[src/rtl/instruction_sequencer.sv]
// instruction_sequencer: steps each instruction through FETCH/DECODE/ADDR/OP,
// inserts the interrupt/reset entry sequence and freezes on memory not-ready.
module instruction_sequencer #(
   parameter int INT_CYCLES = 7
) (
   input  logic       clk,
   input  logic       rst,
   input  logic       ready,
   input  logic [2:0] addressTimingCode,
   input  logic [2:0] opTimingCode,
   input  logic       pageCross,
   input  logic       irqReq,
   input  logic       nmiReq,
   input  logic       iFlag,
   output logic [2:0] phase,
   output logic [2:0] timeStep,
   output logic       loadOpcode,
   output logic       instrDone,
   output logic       intActive,
   output logic [1:0] vectorSel
);
   typedef enum logic [2:0] {
      P_FETCH  = 3'd0,
      P_DECODE = 3'd1,
      P_ADDR   = 3'd2,
      P_OP     = 3'd3,
      P_INT    = 3'd4
   } phase_e;

   phase_e     phase_q, phase_d;
   logic [2:0] ts_q, ts_d, addr_len_q, addr_len_d, op_len_q, op_len_d;
   logic [1:0] vsel_q, vsel_d;
   logic       cross_q, cross_d, nmi_pend_q, nmi_pend_d, nmi_prev_q;
   logic       nmi_edge, take_nmi, take_irq, last_nominal, extend, addr_end, done;

   always_comb begin
      nmi_edge     = nmiReq & ~nmi_prev_q;
      take_nmi     = nmi_pend_q | nmi_edge;
      take_irq     = irqReq & ~iFlag;
      last_nominal = ts_q == addr_len_q - 3'd1;
      extend       = phase_q == P_ADDR && last_nominal && pageCross && !cross_q;
      // once the page-cross cycle is used, the phase ends one step later
      addr_end     = cross_q ? ts_q == addr_len_q : last_nominal && !pageCross;
      done         = ready && (phase_q == P_DECODE ? addressTimingCode == 3'd0 && opTimingCode == 3'd0 :
                               phase_q == P_ADDR   ? addr_end && op_len_q == 3'd0 :
                               phase_q == P_OP     ? ts_q == op_len_q - 3'd1 : 1'b0);
      phase_d    = phase_q;
      ts_d       = ts_q;
      addr_len_d = addr_len_q;
      op_len_d   = op_len_q;
      cross_d    = cross_q;
      vsel_d     = vsel_q;
      nmi_pend_d = nmi_pend_q | nmi_edge;
      if (ready) begin
         ts_d = ts_q + 3'd1;
         case (phase_q)
            P_FETCH: begin
               phase_d = P_DECODE;
               ts_d    = 3'd0;
            end
            P_DECODE: begin
               addr_len_d = addressTimingCode;
               op_len_d   = opTimingCode;
               cross_d    = 1'b0;
               phase_d    = addressTimingCode != 3'd0 ? P_ADDR : P_OP;
               ts_d       = 3'd0;
            end
            P_ADDR: begin
               if (extend) cross_d = 1'b1;
               else if (addr_end) begin
                  phase_d = P_OP;
                  ts_d    = 3'd0;
               end
            end
            P_INT: begin
               if (ts_q == 3'(INT_CYCLES - 1)) begin
                  phase_d = P_FETCH;
                  ts_d    = 3'd0;
                  vsel_d  = 2'd0;
               end
            end
            default: ;
         endcase
         if (done) begin
            ts_d    = 3'd0;
            phase_d = take_nmi || take_irq ? P_INT : P_FETCH;
            vsel_d  = take_nmi ? 2'd1 : take_irq ? 2'd3 : 2'd0;
            if (take_nmi) nmi_pend_d = 1'b0;
         end
      end
   end

   always_ff @(posedge clk) begin
      if (rst) begin
         phase_q    <= P_INT;
         ts_q       <= 3'd0;
         addr_len_q <= 3'd0;
         op_len_q   <= 3'd0;
         cross_q    <= 1'b0;
         vsel_q     <= 2'd2;
         nmi_pend_q <= 1'b0;
         nmi_prev_q <= 1'b0;
      end else begin
         phase_q    <= phase_d;
         ts_q       <= ts_d;
         addr_len_q <= addr_len_d;
         op_len_q   <= op_len_d;
         cross_q    <= cross_d;
         vsel_q     <= vsel_d;
         nmi_pend_q <= nmi_pend_d;
         nmi_prev_q <= nmiReq;
      end
   end

   assign phase      = phase_q;
   assign timeStep   = ts_q;
   assign loadOpcode = ready && phase_q == P_FETCH;
   assign instrDone  = done;
   assign intActive  = phase_q == P_INT;
   assign vectorSel  = vsel_q;
endmodule

[config.mk]
export PLATFORM = sky130hd
export DESIGN_NAME = instruction_sequencer
export DESIGN_NICKNAME = d
export VERILOG_FILES = /design/src/rtl/instruction_sequencer.sv
export SDC_FILE = /design/constraint.sdc
export NUM_CORES = 1
export LEC_CHECK = 0
export CORE_MARGIN = 5
export CORE_UTILIZATION = 50
export CTS_CLUSTER_SIZE = 20
export DETAILED_ROUTE_END_ITERATION = 10
export PLACE_DENSITY = 0.86
export SKIP_LAST_GASP = 1
export SYNTH_ARGS = -nofsm -noshare
export SYNTH_HDL_FRONTEND = slang
export SYNTH_SLANG_ARGS = --single-unit
[constraint.sdc]
create_clock -name clk -period 6.1 [get_ports clk]
set_input_delay 1.83 -clock clk [delete_from_list [all_inputs] [get_ports clk]]
set_output_delay 1.83 -clock clk [all_outputs]
set_load 0.01 [all_outputs]
==> metrics.txt <==
Final ANT Viol Nets=0; CTS Buf Count=3; Psw=0.00004822 W; Post-synth ARST share=0; area of the multi-input gates=626.9 sq um; largest net degree at the start of global routing=21; reg2reg end=vectorSel[1]; Mean Syn Cell Area=9.060 sq um; Worst Hold Class=reg -> reg; Synth Area in Compound Gates=0.2095; dpl hpwl=1865 microns; Post-synth EDFFs=0; count leader, synth=dfxtp_1; startpoint type of the worst setup path=input pin; post-synth cell types=41; Starting Density=0.5303; # rows=16; later-pin clock latency in the skew report=0.29 ns; Non-Filler Instances=165; ratio of cells with drive above 1 in the final layout=0.1014; die height=55.85 microns; Reg power frac=0.578; Finished Cell Area=1303 sq um; io pins=24; GRT Residual Overflow=0; Crit. End Element=primary output; Hold Buf Count CTS=0; status=finished, final reports clean; Mapped Area=1051 sq um; setup TNS=0 ns; most used cell, CP=clkdlybuf4s50_1; vias after detailed routing=911; largest family of logic cells by synthesized area=simple AND/OR/NAND/NOR gates; worst-case clock buffer depth=2; switch share=0.2405; Crit path max-delay family=buffers and inverters; Tmin final=5.672 ns; FF+latch count, synth=17; first-pass GRT wire length=3939 microns; Adder-Cell Fraction of Synth Area=0.05952; Crit-path slowest cell=clkdlybuf4s50_1; All-Layer GR Usage=0.1570; setup violators final=0; Worst Hold Path Cells=1; worst hold endpoint=vectorSel[1]; Core Footprint=1982 sq um; Placer Congestion=0.8323; fillers=165; most instantiated cells after synthesis=17 x dfxtp_1, 13 x nor2_1, 12 x a21oi_1, 12 x inv_1, 7 x nor3_1; overall die area=3119 sq um; worst hold start=vectorSel[1]; xor-xnor portion of the synthesized cell area=0.07976; Max IR drop VDD=0.1483 mV; M2 GR Usage=0.2804; Worst Skew=0.003821 ns; DRC viols=0; top cells by area, synth=dfxtp_1 32%, ha_1 6.0%, a21oi_1 5.7%; CTS tree=done; most common flop cell mapped by yosys=dfxtp_1; vias in the first global route=885; drt pass-1 iters=4; H-tree level count=1; cell internal pwr=0.0001523 W; clock sink count=17; worst r2r src=op_len_q[0]; Leak=0.4436 nW; grt met1 use=0.1706; worst endpoint required time=4.27 ns; Yosys top cell by area=dfxtp_1; Slew Limit Fails=0; Slew HR=0.2472; WL final=2329 microns; Post-Synth Simple-Gate Area=0.2381; post-DR vias/cell=5.521; Post-CTS Setup Inserts=0; Clk pwr share=0.300; Buffers & Inverters on Critical Path=2; die extent in x=55.85 microns; slowest stage delay, CP=0.60 ns; part of the Yosys area used for sequential elements=0.3238; syn nets=134; Comb power frac=0.122; synth warn=0; top cell type's share of synthesized area=0.3238; Antenna Diode Count=0; GRT met3 Usage=0.05568; CTS resizes=0; max-cap violations=0; clock root cell=clkbuf_4; Fmax=176.3 MHz; Nets=157; Setup CP Type=in -> out; register area=340.3 sq um; mux contribution to synthesized area=0.009524; Hold Vio Cnt, Final=0; RSZ-0062 raised after global routing=no; flop2flop setup slack=3.95 ns; routed length per instance=14.12 microns; final period utilization=0.9298; Clk pin slew, worst setup/hold paths=0.09 ns; pwr dens=153.9 nW/um^2; Mapped Cells=116; worst-case reg-to-reg path depth=8; IO buf count=23; initial antenna violation count=0; placed cell count=161; DP Area=1276 sq um; CP cell instances=clkdlybuf4s50_1 -> nor4_1 -> and3_1 -> a41oi_4 -> a21oi_4 -> clkdlybuf4s50_1; CP arrival=3.84 ns; Tightest Pin Transition=1.126 ns; area added between synthesis and finish=23.93%; Max FO, Critical Path=7; global route hottest layer=met2; 1st-iter DRT viols=14
==> how the worst max path moves through the flow <==
stage / start / endpoint / slack [ns] / cells after the start
final: addressTimingCode[2] / instrDone / 0.43 / 6
after global routing: addressTimingCode[2] / instrDone / 0.36 / 6
after global placement: addressTimingCode[2] / instrDone / 0.48 / 6
after floorplan: addressTimingCode[2] / instrDone / 1.60 / 4
after detailed placement: addressTimingCode[2] / instrDone / 0.41 / 6
after CTS: addressTimingCode[2] / instrDone / 0.41 / 6
==> layout make-up <==
| cell class | count | share of cell area |
|---|---|---|
| Clock buffer | 4 | 0.02017 |
| Inverter | 12 | 0.03458 |
| Multi-Input combinational cell | 82 | 0.4813 |
| Sequential cell | 17 | 0.2613 |
| Tap cell | 27 | 0.02594 |
| Timing Repair Buffer | 23 | 0.1768 |
==> power by group through the flow <==
| stage | registers (W) | logic, W | clock network, W |
|---|---|---|---|
| after floorplan | 0.000118 | 0.0000117 | 0 |
| after global placement | 0.000118 | 0.0000237 | 0 |
| after detailed placement | 0.000118 | 0.0000245 | 0 |
| after CTS | 0.000116 | 0.0000247 | 0.0000630 |
| after global routing | 0.000116 | 0.0000270 | 0.0000666 |
| final | 0.000116 | 0.0000245 | 0.0000601 |
==> cells by family (layout without fill, tap and decap cells) <==
family          count (synthesis)  in the layout
simple gates                   43             43
buf+inv                        17             39
compound gates                 25             25
flops                          17             17
fa+ha+maj                       5              5
xor+xnor                        8              8
mux                             1              1
==> routing by layer <==
metal | part of all wire | wire (microns)
met5 | 0 | 0
met1 | 0.40 | 942
met3 | 0.046 | 108
met4 | 0.013 | 31
met2 | 0.53 | 1246
==> cell usage in the layout (no fill, tap or decap), types with 2 or more instances in the layout <==
master            n
xnor2_1           6
clkdlybuf4s50_1  23
nand2_1           6
nor3_1            7
nor4_1            2
nor3b_1           2
ha_1              5
dfxtp_1          17
inv_1            12
nor2b_1           2
o21ai_0           2
a21oi_1          12
clkbuf_4          3
nor2_1           13
==> through the flow <==
| stage | total power, W | hold slack [ns] | setup slack (ns) | util |
|---|---|---|---|---|
| after floorplan | 0.0001298 | 0.4766 | 1.599 | - |
| after global placement | 0.0001420 | 0.4739 | 0.4765 | 0.6439 |
| after detailed placement | 0.0001430 | 0.4788 | 0.4088 | 0.6439 |
| after CTS | 0.0002036 | 0.5068 | 0.4090 | 0.6572 |
| after global routing | 0.0002099 | 0.5281 | 0.3567 | 0.6572 |
| final | 0.0002005 | 0.5065 | 0.4284 | 0.6572 |
==> worst reg2reg max path, cell delays in order (launching register included) <==
cell and delay (ns):
dfxtp_1 0.37, inv_1 0.07, ha_1 0.20, ha_1 0.28
xnor2_1 0.13, nor2_1 0.20, a41oi_4 0.20, a31o_1 0.25
a221o_1 0.35
==> registers in the layout (all words and copies together), names as in the netlist <==
register    flops
addr_len_q      3
op_len_q        3
phase           3
timeStep        3
vectorSel       2
cross_q         1
nmi_pend_q      1
nmi_prev_q      1
Power figures use the tool's default switching activity.
